[src/rtl/ls_inv_filt_pkg.sv]
// Shared constants and polarity type for the filtered inverter/buffer family.
// Used by ls_inv_filt and ls_inv_filt_ch (build option LS_INV_FILT_SYNC_EN).
package ls_pkg;

   localparam int unsigned LS_HEX_CHANNELS = 6;
   localparam int unsigned LS_FILT_CNT_DEF = 4;

   typedef enum logic {
      LS_BUF = 1'b0,
      LS_INV = 1'b1
   } ls_pol_e;

   function automatic logic ls_apply_pol(input logic s, input ls_pol_e p);
      return s ^ (p == LS_INV);
   endfunction

endpackage

[src/rtl/ls_inv_filt_ch.sv]
// One channel: optional 2-flop synchroniser (LS_INV_FILT_SYNC_EN), persistence
// filter producing the accepted level s_o, and a one-cycle change pulse edge_o.
module ls_inv_filt_ch
   import ls_pkg::*;
#(
   parameter int unsigned FILT_CNT = LS_FILT_CNT_DEF
) (
   input  logic clk,
   input  logic rst,
   input  logic hold_i,
   input  logic a_i,
   output logic s_o,
   output logic edge_o
);

   localparam int unsigned CW = $clog2(FILT_CNT + 1);
   localparam logic [CW-1:0] CNT_LAST = CW'(FILT_CNT - 1);

   logic          sync;
   logic          s_q, s_d;
   logic [CW-1:0] cnt_q, cnt_d;
   logic          edge_q, edge_d;

`ifdef LS_INV_FILT_SYNC_EN
   logic [1:0] sync_q;

   // Synchroniser keeps sampling while hold_i is high.
   always_ff @(posedge clk or posedge rst) begin
      if (rst) begin
         sync_q <= '0;
      end else begin
         sync_q <= {sync_q[0], a_i};
      end
   end

   assign sync = sync_q[1];
`else
   assign sync = a_i;
`endif

   always_comb begin
      s_d    = s_q;
      cnt_d  = cnt_q;
      edge_d = 1'b0;
      if (!hold_i) begin
         if (sync == s_q) begin
            cnt_d = '0;
         end else if (cnt_q == CNT_LAST) begin
            s_d    = sync;
            cnt_d  = '0;
            edge_d = 1'b1;
         end else begin
            cnt_d = cnt_q + 1'b1;
         end
      end
   end

   always_ff @(posedge clk or posedge rst) begin
      if (rst) begin
         s_q    <= 1'b0;
         cnt_q  <= '0;
         edge_q <= 1'b0;
      end else begin
         s_q    <= s_d;
         cnt_q  <= cnt_d;
         edge_q <= edge_d;
      end
   end

   assign s_o    = s_q;
   assign edge_o = edge_q;

endmodule

[src/rtl/ls_inv_filt.sv]
// N-channel glitch-filtered inverter/buffer; y = accepted level XOR polarity.
// Build option LS_INV_FILT_SYNC_EN adds a 2-flop input synchroniser per channel.
module ls_inv_filt
   import ls_pkg::*;
#(
   parameter int unsigned CHANNELS = LS_HEX_CHANNELS,
   parameter int unsigned FILT_CNT = LS_FILT_CNT_DEF
) (
   input  logic                clk,
   input  logic                rst,
   input  logic                hold_i,
   input  logic [CHANNELS-1:0] pol_i,
   input  logic [CHANNELS-1:0] a_i,
   output logic [CHANNELS-1:0] y_o,
   output logic [CHANNELS-1:0] edge_o
);

   logic [CHANNELS-1:0] s;

   for (genvar g = 0; g < CHANNELS; g++) begin : g_ch
      ls_inv_filt_ch #(
         .FILT_CNT(FILT_CNT)
      ) u_ch (
         .clk   (clk),
         .rst   (rst),
         .hold_i(hold_i),
         .a_i   (a_i[g]),
         .s_o   (s[g]),
         .edge_o(edge_o[g])
      );

      // Polarity is combinational so a pol change never touches edge_o.
      assign y_o[g] = ls_apply_pol(s[g], ls_pol_e'(pol_i[g]));
   end

endmodule

[config.mk]
export PLATFORM = sky130hd
export DESIGN_NAME = ls_inv_filt
export DESIGN_NICKNAME = d
export VERILOG_FILES = /design/src/rtl/ls_inv_filt_pkg.sv /design/src/rtl/ls_inv_filt_ch.sv /design/src/rtl/ls_inv_filt.sv
export SDC_FILE = /design/constraint.sdc
export NUM_CORES = 1
export LEC_CHECK = 0
export ABC_AREA = 1
export CAP_MARGIN = 0
export CORE_ASPECT_RATIO = 0.7
export CORE_MARGIN = 8
export CORE_UTILIZATION = 54
export CTS_BUF_LIST = sky130_fd_sc_hd__clkbuf_2 sky130_fd_sc_hd__clkbuf_4 sky130_fd_sc_hd__clkbuf_8
export DETAILED_ROUTE_END_ITERATION = 8
export DONT_BUFFER_PORTS = 1
export GPL_ROUTABILITY_DRIVEN = 1
export PLACE_DENSITY = 0.69
export RECOVER_POWER = 50
export SLEW_MARGIN = 20
export SYNTH_ARGS = -nofsm -noshare
export SYNTH_HDL_FRONTEND = slang
export SYNTH_SLANG_ARGS = --single-unit
[constraint.sdc]
create_clock -name clk -period 2.35 [get_ports clk]
set_input_delay 0.1175 -clock clk [delete_from_list [all_inputs] [get_ports clk]]
set_output_delay 0.1175 -clock clk [all_outputs]
set_load 0.02 [all_outputs]
Word-level counts from Yosys, hierarchy flattened
Index checks and enable logic that the tools add are counted.

word-level totals
  output and inout port bits = 12
  logic and storage cells = 85
  bits in registers = 30

operators by class
  muxes and demuxes = 30
  bitwise gates (word level) = 13
  reduce and logical (&&, ||, !) cells = 6
  equal/unequal tests = 12
  $add $sub $neg = 6

operators with widths
  operator                                                         count
  3-bit two-way mux                                                12
  3-bit by 1-bit adder with 3-bit output, second input constant    6
  3-bit by 2-bit == test with 1-bit output, second input constant  6
  1-bit two-way mux                                                18
  3-bit AND reduction                                              6
  1-bit NOT                                                        7
  1-bit == test                                                    6
  1-bit bitwise XOR                                                6

Longest topological paths before layout
Gate-level depths: netlist of the first run.

  word-level depth = 4
  depth in mapped cells = 6
  depth with buffers taken out = 6

Modules after synthesis
From an unflattened synthesis of the first run, not the netlist that was laid out.

unflattened totals
  cell total of the unflattened synthesis = 204
  area total of the unflattened synthesis = 1599.0 µm²

modules (own cells, without submodules)
  module          instances  area an instance (µm²)  seq. area each (µm²)  cells each
  ls_inv_filt_ch  6          247.7                   125.1                 29
  ls_inv_filt     1          112.6                   0.0                   30

Worst setup path before layout of the first run
No wires, ideal clock.

  path kind = reg2reg
  start point = register g_ch[4].u_ch.cnt_q[0]
  end point = register g_ch[4].u_ch.s_q
  period minus slack after synthesis = 0.975 ns
  slack = 1.375 ns
  buffers on the path = 0
  setup time = 0.117 ns
  cell stages (with the launch flop) = 7
  arrival = 0.858 ns
  cell sequence = dfrtp_1 ha_1 inv_1 nor2_1 nand3_1 nand2_1 nand2_1

between the ends
  longest elaborated chain between the ends = 2

ends and longest elaborated chain
  what                                      RTL line              RTL
  start, declared                           ls_inv_filt_ch.sv:21  logic [CW-1:0] cnt_q, cnt_d;
  start signal, assigned                    ls_inv_filt_ch.sv:65  cnt_q <= cnt_d;
  3-bit by 2-bit == test with 1-bit output  ls_inv_filt_ch.sv:48  end else if (cnt_q == CNT_LAST) begin
  3-bit AND reduction (no source line)      --
  end signal, assigned                      ls_inv_filt_ch.sv:60  s_q <= 1'b0;
  end signal, assigned                      ls_inv_filt_ch.sv:64  s_q <= s_d;
  end, declared                             ls_inv_filt_ch.sv:20  logic s_q, s_d;

Every way passes these cells.
A chain may end at the register's enable or synchronous reset.

Worst setup path in the final report of the first run
  start point = register g_ch[0].u_ch.s_q
  end point = output y_o[0]

between the ends
  longest elaborated chain between the ends = 1

ends and longest elaborated chain
  what                    RTL line               RTL
  start, declared         ls_inv_filt_ch.sv:20
  start signal, assigned  ls_inv_filt_ch.sv:60
  start signal, assigned  ls_inv_filt_ch.sv:64
  1-bit bitwise XOR       ls_inv_filt_pkg.sv:14  return s ^ (p == LS_INV);
  end, declared           ls_inv_filt.sv:14      output logic [CHANNELS-1:0] y_o,

Every way passes these cells.

==> impl_results.md, run 1 <==
- Starting Density: 55.75%
- DR iter-0 viols: 46
- Unrepaired setup endpoints after global routing: false
- Number of global-route vias before repair: between 1,000 and 1,500
- DR vias: 1,096
- Least-Margin Pin Slew: 0.4924 ns
- Hold Fails Final Rpt: 0
- Area of the multi-input gates: 611.8 um2
- Slew margin rel.: 67.06%
- TNS Setup: 0 ns
- Yosys warns: 0
- FF+latch count, synth: 30
- Via-per-instance ratio: 4.871
- Largest net degree at the start of global routing: 31
- Slowest-stage cell, CP: dfrtp_1
- VDD IR max: 0.0006267 V
- Fin util: between 60 and 70%
- Mapped Cells: roughly 180
- PwrDens: 1054 nW/um2
- Fmax: 788.8 MHz
- Die area: 4845 um2
- Xor and xnor area share after synthesis: 5.524%
- Syn Area/Cell: 8.463 um2
- First-pass GRT wire length: 4402 um
- Worst path max stage delay: 0.44 ns
- CTS H-tree lvls: 2
- Netlist cell types: 18
- Fin. max-slew vios: 0
- Core ar.: approximately 2800 um2
- Crit path max-delay family: flip-flops
- Clk_lat worst skew: 0.27 ns
- Crit path launch: g_ch[0].u_ch.s_o$_DFFE_PP0P_
- Die Wd: 79.84 um
- Hold slack: 0.01213 ns
- Nets: 209
- Mux share of post-synthesis cell area: 0%
- Finish-stage setup viols: 0
- HP Start: hold_i
- Post-CTS setup buffer count: 0
- CTS tree: built
- Final min period: approximately 1.3 ns
- Clk slew on worst S/H paths: about 0.060 ns
- Post-CTS sizing: 0
- Fillers: ~220
- Pre-CTS setup slack: 1.278 ns
- WP data arrival: 1.15 ns
- Status: finished clean
- CP Launch Type: flip-flop
- Clock Skews: 0.003396 ns
- Port Buffers: 0
- Placed wire-length estimate: 1756 um
- Inserted Clock Buffers: 5
- Clock Sinks: 30
- Mapped Area: ~1500 um2
- Row cnt: 16
- Maximum root-to-sink buffer count: 2
- Adder-Cell Fraction of Synth Area: 4.874%
- Setup crit end kind: primary output
- Main combinational cell family by area after synthesis: simple AND/OR/NAND/NOR gates
- Wirelength, routed: 2554 um
- Layout area overhead: 10.56%
- Gr ovfl total: 0
- Register Area: 750.7 um2
- GRT Overall Usage: 11.60%
- Compound-Gate Fraction of Synth Area: 4.062%
- WL/cell: 11.35 um
- Critical path required time: approximately 2.2 ns
- CP max FO: 3
- Setup CP Type: reg -> out
- Sequential fraction of the synthesis area: 48.74%
- Net count after synthesis: 203
- Routability Congestion: 0.6823
- MaxCap Viol Count: 0
- Antenna Nets Post-Route: 0
- Share of layout cells above drive strength 1: 6.349%
- # IOs: 27
- TritonRoute pass-1 iters: 4
- Hold buffers post-CTS: 8
- Chip Height: a little over 60 um
- Worst flop-to-flop path startpoint: g_ch[5].u_ch.cnt_q[0]$_DFFE_PP0N_
- Initial antenna violation count: 0
- Period utilization: 53.95%
- Final Worst Setup Slack: approximately 1.1 ns
- Pwr Total: 1.795 mW
- Worst path cell trace: xor2_1
- Lkg Pwr: approximately 0.95 nW
- Antenna cells: 0
- Clock Tree Root: clkbuf_8
- # DRC: 0
- Hold Crit Class: in -> reg
- CP bufs+invs: 0
- Simple-gate share of the synthesized area: 25.26%
-- routing by layer --
metal / wire length (um) / up-vias / GRT usage, %
met5: 0 / - / 0
met4: 31 / 0 / 4.639
met3: 174 / 4 / 4.586
met2: 1175 / 25 / 18.63
met1: 1172 / 501 / 13.76
li1: - / 566 / -
-- placed cells by master (no fill, tap or decap), drive strengths merged --
master	netlist	layout
nand2	61	61
o21ai	5	5
buf	10	1
xor2	8	8
ha	6	6
nor2	12	12
dfrtp	30	30
clkbuf	0	8
inv	24	24
dlygate4sd3	0	8
nand3	15	15
a21boi	4	4
nand3b	2	2
o21bai	1	1
nand4	4	4
-- state kept, by name, summed over array words and instances (netlist names) --
signal	count
g_ch.u_ch.edge_o	6
g_ch.u_ch.cnt_q	18
g_ch.u_ch.s_o	6
-- cell usage after synthesis (all sizes together) --
master / n / area [um2]
nand4: 4 / 25.02
o21bai: 1 / 7.510
xor2: 8 / 85.08
inv: 24 / 97.59
nor2: 12 / 45.04
nand2: 61 / 229.0
dfrtp: 30 / 750.7
buf: 10 / 80.07
o21ai: 5 / 25.02
nand3: 15 / 75.07
a21boi: 4 / 30.03
nand3b: 2 / 15.01
ha: 6 / 75.07
-- final cells by class --
type,count,area share (%)
Inverter,24,5.731
Multi-Input combinational cell,118,35.93
Sequential cell,30,44.09
Tap cell,36,2.645
Timing Repair Buffer,9,5.143
Clock buffer,8,6.466
-- path summary, 6_finish.rpt --
check                                               endpoint  slack [ns]  cells past startpoint
hold / removal             g_ch[0].u_ch.cnt_q[0]$_DFFE_PP0N_        0.01                      3
min in group asynchronous  g_ch[1].u_ch.cnt_q[1]$_DFFE_PP0N_        0.35                      3
setup reg to reg                g_ch[5].u_ch.s_o$_DFFE_PP0P_        1.27                      6
max in group asynchronous      g_ch[4].u_ch.edge_o$_DFF_PP0_        1.72                      3
setup / recovery                                      y_o[0]        1.08                      1
hold reg to reg            g_ch[0].u_ch.cnt_q[1]$_DFFE_PP0N_        0.49                      2
-- power by group --
group          switching (mW)  leakage (nW)  total [mW]  internal [mW]
combinational           0.324         0.496       0.522          0.199
sequential              0.129         0.401       0.794          0.664
clock                   0.184        0.0575       0.479          0.295
-- stage by stage --
step                      cells  instance area [um2]
after floorplan             182                 1540
after global placement      209                 1513
after detailed placement    209                 1513
after CTS                   225                 1703
after global routing        225                 1703
final                       225                 1703
-- kinds of logic (layout without fill, tap and decap cells) --
group / Yosys count / count (layout)
compound gates: 10 / 10
xor+xnor: 8 / 8
fa+ha+maj: 6 / 6
buf+inv: 34 / 41
flops: 30 / 30
simple gates: 94 / 94
Power figures use the tool's default switching activity.
==> inputs of run 2 (changes only) <==
ABC_AREA = 0   (was 1)
PLACE_DENSITY = 0.72   (was 0.69)
clock period = 1.11 ns   (was 2.35 ns; I/O delays follow)
==> run 2 against run 1 <==
  * The flow now finishes with violations (negative hold slack, negative setup slack)
  * Via count decreased by 6.5%
  * Clock skew decreased by 0.00090 ns
  * Design area increased by 18%
  * Cell count decreased by 12%
  * Synthesized cell count decreased by 25%
  * Total power increased to 2.7 times the previous value
  * Die area decreased by 2.6%
  * Combinational power increased to 4.0 times the previous value
  * Wire length increased by 20%
  * Critical path type is now reg -> reg
==> impl_results.md, run 2 <==
- Setup CP Type: reg -> reg (was reg -> out)
- Initial antenna violation count: 0 (unchanged)
- CP max FO: 3 (unchanged)
- Slowest-stage cell, CP: dfrtp_1 (unchanged)
- Syn Area/Cell: 10.87 um2 (was 8.463 um2)
- Fin. max-slew vios: 0 (unchanged)
- DR iter-0 viols: 25 (was 46)
- Die Wd: 78.76 um (was 79.84 um)
- Met3 wire length: 144 um (was 174 um)
- Routability Congestion: 0.6971 (was 0.6823)
- Chip Height: 59.94 um (was 60.69 um)
- Worst path cell trace: ha_4 > nor3b_4 > mux2_4 (was xor2_1)
- Wirelength, routed: 3053 um (was 2554 um)
- Clk_lat worst skew: 0.28 ns (was 0.27 ns)
- Clock Tree Root: clkbuf_8 (unchanged)
- Via-per-instance ratio: 5.203 (was 4.871)
- Register Area: 753.2 um2 (was 750.7 um2)
- Netlist cell types: 18 (unchanged)
- Most common cell in the netlist: dfrtp_1 (was nand2_1)
- Starting Density: 55.09% (was 55.75%)
- R2r setup slk: -0.09 ns (was 1.27 ns)
- CP Launch Type: flip-flop (unchanged)
- Top-area cell type share of the netlist area: 50.42% (was 48.74%)
- WL/cell: 15.50 um (was 11.35 um)
- Antenna cells: 0 (unchanged)
- Post-synth EDFFs: 0 (unchanged)
- Area leader, netlist: dfrtp_1 (unchanged)
- Area of the multi-input gates: 890.9 um2 (was 611.8 um2)
- First-pass GRT wire length: 4988 um (was 4402 um)
- GRT Overall Usage: 14.12% (was 11.60%)
- Commonest non-fill, non-tap cell in the layout: dfrtp_1 (was nand2_1)
- Clock Skews: 0.002499 ns (was 0.003396 ns)
- DR vias: 1,025 (was 1,096)
- Clock Sinks: 30 (unchanged)
- # IOs: 27 (unchanged)
- Inserted Clock Buffers: 5 (unchanged)
- Critical path required time: 1.27 ns (was 2.23 ns)
- Layout area overhead: 34.96% (was 10.56%)
- MaxCap Viol Count: 0 (unchanged)
- VDD IR max: 0.001307 V (was 0.0006267 V)
- Die area: 4720 um2 (was 4845 um2)
- Area contributors post-synth: dfrtp_1 (50%), ha_1 (5.0%), nor2b_1 (5.0%) (was dfrtp_1 (49%), nand2_1 (15%), inv_1 (5.6%))
- Finish-stage setup viols: 10 (was 0)
- Antenna Nets Post-Route: 0 (unchanged)
- Yosys warns: 0 (unchanged)
- Maximum root-to-sink buffer count: 2 (unchanged)
- CTS tree: built (unchanged)
- TritonRoute pass-1 iters: 4 (unchanged)
- Setup crit end kind: flip-flop (was primary output)
- Share of layout cells above drive strength 1: 40.99% (was 6.349%)
- Period utilization: 107.9%
- Status: finished with violations (was finished clean)
- PwrDens: 2439 nW/um2 (was 1054 nW/um2)
- Asr flop ratio synth: 100.0% (unchanged)
- Sequential fraction of the synthesis area: 50.42% (was 48.74%)
- Hold buffers post-CTS: 7 (was 8)
- Placed wire-length estimate: 1819 um (was 1756 um)
- Number of global-route vias before repair: 1,065 (was 1,020)
- Placed insts: 177 (was 209)
- DR WL met2: 1616 um (was 1175 um)
- FF+latch count, synth: 30 (unchanged)
- Main synth FF type: dfrtp_1 (unchanged)
- WP data arrival: 1.36 ns (was 1.15 ns)
- Nets: 182 (was 209)
- Failing checks: negative hold slack, negative setup slack
- Gr ovfl total: 0 (unchanged)
- Largest net degree at the start of global routing: 37 (was 31)
- Unrepaired setup endpoints after global routing: true (was false)
- Hold Fails Final Rpt: 24 (was 0)
- CTS H-tree lvls: 2 (unchanged)
- Biggest register: g_ch.u_ch.cnt_q (unchanged)
- Mapped Area: 1489 um2 (was 1540 um2)
- Fmax: 835.0 MHz
- R2r worst-path depth: 3 (was 6)
- Final Non-Filler Cells: 197 (was 225)
- Row cnt: 16 (unchanged)
- Fin util: 74.35% (was 61.64%)
- Mapped Cells: 137 (was 182)
- Pwr Total: 4.902 mW (was 1.795 mW)
- Lkg Pwr: 0.8963 nW (was 0.9549 nW)
- TNS Setup: -0.5103 ns (was 0 ns)
- Slew margin rel.: 51.31% (was 67.06%)
- Port Buffers: 0 (unchanged)
- Hold slack: -0.1315 ns (was 0.01213 ns)
- Net count after synthesis: 158 (was 203)
- Synth top cells by count: dfrtp_1 (30), nand2_1 (18), nor2b_1 (12) (was nand2_1 (61), dfrtp_1 (30), inv_1 (23))
- Hold Path Depth: 1 (was 3)
- Number of flip-flops in the largest register: 18 (unchanged)
- Max layer used: met4 (unchanged)
- Fillers: 174 (was 221)
- Final min period: 1.198 ns
- Worst path max stage delay: 0.40 ns (was 0.44 ns)
- Pre-CTS setup slack: -0.1014 ns (was 1.278 ns)
- Hold Crit Class: in -> reg (unchanged)
- Final Worst Setup Slack: -0.08764 ns (was 1.082 ns)
- Least-Margin Pin Slew: 0.7304 ns (was 0.4924 ns)
- Clk slew on worst S/H paths: 0.06 ns (about the same)
- # DRC: 0 (unchanged)
- Most frequent cells in the layout: dfrtp_1 (28), nand2_1 (18), buf_4 (18) (was nand2_1 (61), dfrtp_1 (30), inv_1 (23))
- Core ar.: 2703 um2 (was 2763 um2)
- Met1 wire length: 1257 um (was 1172 um)
## run 2: worst max-delay path: cells and delay by family, from the launching register on
kind                       cells  cell delay (ns)
adders and majority gates      1             0.16
DFF                            1             0.40
muxes                          1             0.32
and+or+nand+nor                1             0.21
## run 2: logic make-up after synthesis
group	synth area share, %
compound gates	7.815
xor+xnor	7.059
fa+ha+maj	5.042
buf+inv	6.218
flops	50.42
mux	4.537
simple gates	18.91
## run 2: layout make-up
type	count	area share, %
well taps	36	2.242
repair buffers	27	11.02
inverters	4	0.7472
clock buffers	7	4.172
multi-input cells	93	44.33
flip-flops and latches	30	37.48
## run 2: stage by stage
step	instance area [um2]	hold slack [ns]
floorplan	1519	0.1463
global placement	1592	0.04537
detailed placement	1592	0.05218
CTS	1912	-0.1283
global route	2009	-0.1472
finish	2009	-0.1315
## run 2: report_power, final
| group | total [mW] | switching, mW | leakage [nW] | internal [mW] |
|---|---|---|---|---|
| Combinational | 2.07 | 0.893 | 0.456 | 1.18 |
| Clock | 0.840 | 0.361 | 0.0452 | 0.479 |
| Sequential | 1.99 | 0.485 | 0.395 | 1.51 |
## run 2: metal layers
layer | vias up | track usage [%]
li1 | 497 | -
met1 | 508 | 15.14
met2 | 15 | 24.35
met3 | 5 | 6.456
met4 | 0 | 4.724
met5 | - | 0
## run 2: worst paths after layout
check                                                       start                                 to
worst max register to register  g_ch[1].u_ch.cnt_q[0]$_DFFE_PP0N_       g_ch[1].u_ch.s_o$_DFFE_PP0P_
worst min register to register  g_ch[5].u_ch.cnt_q[1]$_DFFE_PP0N_  g_ch[5].u_ch.cnt_q[1]$_DFFE_PP0N_
worst max-delay path            g_ch[1].u_ch.cnt_q[0]$_DFFE_PP0N_       g_ch[1].u_ch.s_o$_DFFE_PP0P_
worst min-delay path                                       hold_i  g_ch[3].u_ch.cnt_q[1]$_DFFE_PP0N_
max in group asynchronous                                     rst       g_ch[4].u_ch.s_o$_DFFE_PP0P_
min in group asynchronous                                     rst      g_ch[5].u_ch.edge_o$_DFF_PP0_
## run 2: timing repair
item,CTS,global route
setup buffers,4,3
pin swaps,13,12
resized for setup,30,17
setup endpoints to repair,11,28
endpoints found under the hold margin,60,24
==> inputs of run 3 (changes only) <==
CORE_ASPECT_RATIO = unset   (was 0.7)
PLACE_DENSITY = 0.78   (was 0.72)
SYNTH_HIERARCHICAL = 1   (was unset)
==> run 3 against run 2 <==
  * The run still ends with negative hold slack, negative setup slack left
  * Clock skew up 0.0049 ns
  * Clock-buffer cell count is 1 lower
  * Flip-flop and latch count stayed put
  * Design area is 4.3% higher
  * Largest cell class unchanged
  * Register-to-register slack worse by 0.04 ns
==> impl_results.md, run 3 <==
- Status: finished with violations (unchanged)
- Failing checks: negative hold slack, negative setup slack (unchanged)
- Yosys warns: 6 (was 0)
- Setup CP Type: reg -> reg (unchanged)
- WP data arrival: 1.45 ns (was 1.36 ns)
- Area contributors post-synth: dfrtp_1 (51%), ha_1 (5.1%), nor2b_1 (5.1%) (was dfrtp_1 (50%), ha_1 (5.0%), nor2b_1 (5.0%))
- Hold slack: -0.1471 ns (was -0.1315 ns)
- Netlist cell types: 14 (was 18)
- Inserted Clock Buffers: 5 (unchanged)
- Hold Path End: g_ch[2].u_ch/cnt_q[2]$_DFFE_PP0N_ (was g_ch[3].u_ch.cnt_q[1]$_DFFE_PP0N_)
- Core ar.: 2663 um2 (was 2703 um2)
- Clock Sinks: 30 (unchanged)
- PwrDens: 2450 nW/um2 (was 2439 nW/um2)
- Setup crit end kind: flip-flop (unchanged)
- Gr ovfl total: 0 (unchanged)
- Hold Fails Final Rpt: 27 (was 24)
- Mapped Area: 1471 um2 (was 1489 um2)
- CTS tree: built (unchanged)
- Period utilization: 111.2% (was 107.9%)
- Mapped Cells: 132 (was 137)
- Slew margin rel.: 75.54% (was 51.31%)
- Critical path required time: 1.32 ns (was 1.27 ns)
- Pre-CTS setup slack: -0.08822 ns (was -0.1014 ns)
- Main synth FF type: dfrtp_1 (unchanged)
- Share of layout cells above drive strength 1: 43.82% (was 40.99%)
- HP Start: hold_i (unchanged)
- Port Buffers: 0 (unchanged)
- Clk slew on worst S/H paths: 0.09 ns (was 0.06 ns)
- Maximum root-to-sink buffer count: 2 (unchanged)
- MaxCap Viol Count: 0 (unchanged)
- Number of flip-flops in the largest register: 18 (unchanged)
- Clock Skews: 0.007427 ns (was 0.002499 ns)
- Via-per-instance ratio: 5.244 (was 5.203)
- CTS H-tree lvls: 2 (unchanged)
- Biggest register: g_ch.u_ch/cnt_q (was g_ch.u_ch.cnt_q)
- Number of global-route vias before repair: 1,115 (was 1,065)
- CP max FO: 3 (unchanged)
- Most frequent cells in the layout: dfrtp_1 (29), buf_4 (29), nand2_1 (18) (was dfrtp_1 (28), nand2_1 (18), buf_4 (18))
- Antenna Nets Post-Route: 0 (unchanged)
- # IOs: 27 (unchanged)
- Clock Tree Root: clkbuf_4 (was clkbuf_8)
- Pwr Total: 5.135 mW (was 4.902 mW)
- Crit path max-delay family: flip-flops (unchanged)
- Final Worst Setup Slack: -0.1247 ns (was -0.08764 ns)
- Final min period: 1.235 ns (was 1.198 ns)
- Worst flop-to-flop path startpoint: g_ch[4].u_ch/cnt_q[0]$_DFFE_PP0N_ (was g_ch[1].u_ch.cnt_q[0]$_DFFE_PP0N_)
- Die Wd: 68.20 um (was 78.76 um)
- Initial antenna violation count: 0 (unchanged)
- Most common cell in the netlist: dfrtp_1 (unchanged)
- Net count after synthesis: 153 (was 158)
- Chip Height: 68.20 um (was 59.94 um)
- Worst path max stage delay: 0.41 ns (was 0.40 ns)
- Hold Path Depth: 2 (was 1)
- Synth top cells by count: dfrtp_1 (30), nand2_1 (18), nor2b_1 (12), o21ai_0 (12) (was dfrtp_1 (30), nand2_1 (18), nor2b_1 (12))
- Area leader, netlist: dfrtp_1 (unchanged)
- First-pass GRT wire length: 4988 um (unchanged)
- R2r worst-path depth: 3 (unchanged)
- GRT Overall Usage: 14.48% (was 14.12%)
- CP bufs+invs: 0 (unchanged)
- Top-area cell type share of the netlist area: 51.02% (was 50.42%)
- Crit path launch: g_ch[4].u_ch/cnt_q[0]$_DFFE_PP0N_ (was g_ch[1].u_ch.cnt_q[0]$_DFFE_PP0N_)
- Finish-stage setup viols: 12 (was 10)
- Row cnt: 19 (was 16)
- Sequential fraction of the synthesis area: 51.02% (was 50.42%)
- Asr flop ratio synth: 100.0% (unchanged)
- Post-synth EDFFs: 0 (unchanged)
- Starting Density: 55.26% (was 55.09%)
- Worst path cell trace: ha_4 > nor3b_4 > mux2_4 (unchanged)
- Lkg Pwr: 0.9536 nW (was 0.8963 nW)
- Largest net degree at the start of global routing: 37 (unchanged)
- Nets: 200 (was 182)
- DR iter-0 viols: 50 (was 25)
- Worst r2r dst: g_ch[4].u_ch/s_o$_DFFE_PP0P_ (was g_ch[1].u_ch.s_o$_DFFE_PP0P_)
- Placed wire-length estimate: 1936 um (was 1819 um)
- WL/cell: 15.43 um (was 15.50 um)
- Fin. max-slew vios: 0 (unchanged)
- Antenna cells: 0 (unchanged)
- Routability Congestion: 0.7452 (was 0.6971)
- Fmax: 809.9 MHz (was 835.0 MHz)
- Syn Area/Cell: 11.15 um2 (was 10.87 um2)
- TritonRoute pass-1 iters: 4 (unchanged)
- DR vias: 1,096 (was 1,025)
- Die area: 4651 um2 (was 4720 um2)
- Unrepaired setup endpoints after global routing: true (unchanged)
- Hold Crit Class: in -> reg (unchanged)
- R2r setup slk: -0.12 ns (was -0.09 ns)
- # DRC: 0 (unchanged)
- Least-Margin Pin Slew: 0.3643 ns (was 0.7304 ns)
- FF+latch count, synth: 30 (unchanged)
- Clk_lat worst skew: 0.33 ns (was 0.28 ns)
- VDD IR max: 0.001696 V (was 0.001307 V)
- Wirelength, routed: 3225 um (was 3053 um)
- CP Launch Type: flip-flop (unchanged)
- Layout area overhead: 42.43% (was 34.96%)
- Slowest-stage cell, CP: dfrtp_1 (unchanged)
run 3: cells by family (layout without fill, tap and decap cells):
logic type      after synthesis  in the layout  share of synthesized area (%)
simple gates                 54             54                          23.47
compound gates               18             18                          7.143
flops                        30             30                          51.02
fa+ha+maj                     6              6                          5.102
xor+xnor                     12             12                          7.143
mux                           6              6                          4.592
buf+inv                       6             52                          1.531
run 3: routing by layer:
layer	track usage, %	wire length (um)	up-vias
li1	-	-	530
met1	16.12	1369	530
met2	23.68	1617	28
met3	5.892	164	8
met4	6.905	74	0
met5	0	0	-
run 3: worst max-delay path by stage:
stage / cells past startpoint / to / slack, ns
finish: 3 / g_ch[4].u_ch/s_o$_DFFE_PP0P_ / -0.12
detailed placement: 3 / g_ch[4].u_ch/s_o$_DFFE_PP0P_ / -0.09
global placement: 3 / g_ch[0].u_ch/s_o$_DFFE_PP0P_ / -0.05
global route: 3 / g_ch[4].u_ch/s_o$_DFFE_PP0P_ / -0.16
CTS: 3 / g_ch[3].u_ch/s_o$_DFFE_PP0P_ / -0.09
floorplan: 3 / g_ch[0].u_ch/s_o$_DFFE_PP0P_ / -0.01
run 3: stage by stage:
step	cell area, um2	std cells	hold WS (ns)	setup TNS (ns)	util [%]
floorplan	1471	132	-0.1660	-0.05824	-
global placement	1630	179	-0.1489	-0.2242	61.23
detailed placement	1630	179	-0.1442	-0.4947	61.23
CTS	1909	201	-0.1626	-0.5445	71.71
global route	2096	209	-0.1640	-1.688	78.71
finish	2096	209	-0.1471	-0.7725	78.71
run 3: layout make-up:
class	count	area, um2
inverter	6	22.52
tap	31	38.79
multi-input combinational	96	899.6
fill	148	566.8
sequential	30	752.0
clock buffer	6	51.30
timing repair buffer	40	331.6
run 3: repair_timing:
item | in CTS | in global routing
hold buffers | 7 | 1
pin swaps | 7 | 12
setup endpoints to repair | 16 | 26
gates resized for setup | 20 | 28
setup buffers | 9 | 7
endpoints found under the hold margin | 60 | 29
run 3: worst register-to-register path: stages (launching register included):
cell     delay (ns)
dfrtp_1        0.41
ha_4           0.16
nor3b_4        0.23
mux2_4         0.32
run 3: power by group:
part | leakage (nW) | internal [mW] | switching [mW]
registers | 0.397 | 1.52 | 0.434
logic | 0.527 | 1.49 | 1.06
clock network | 0.0302 | 0.285 | 0.342
total | 0.954 | 3.30 | 1.84
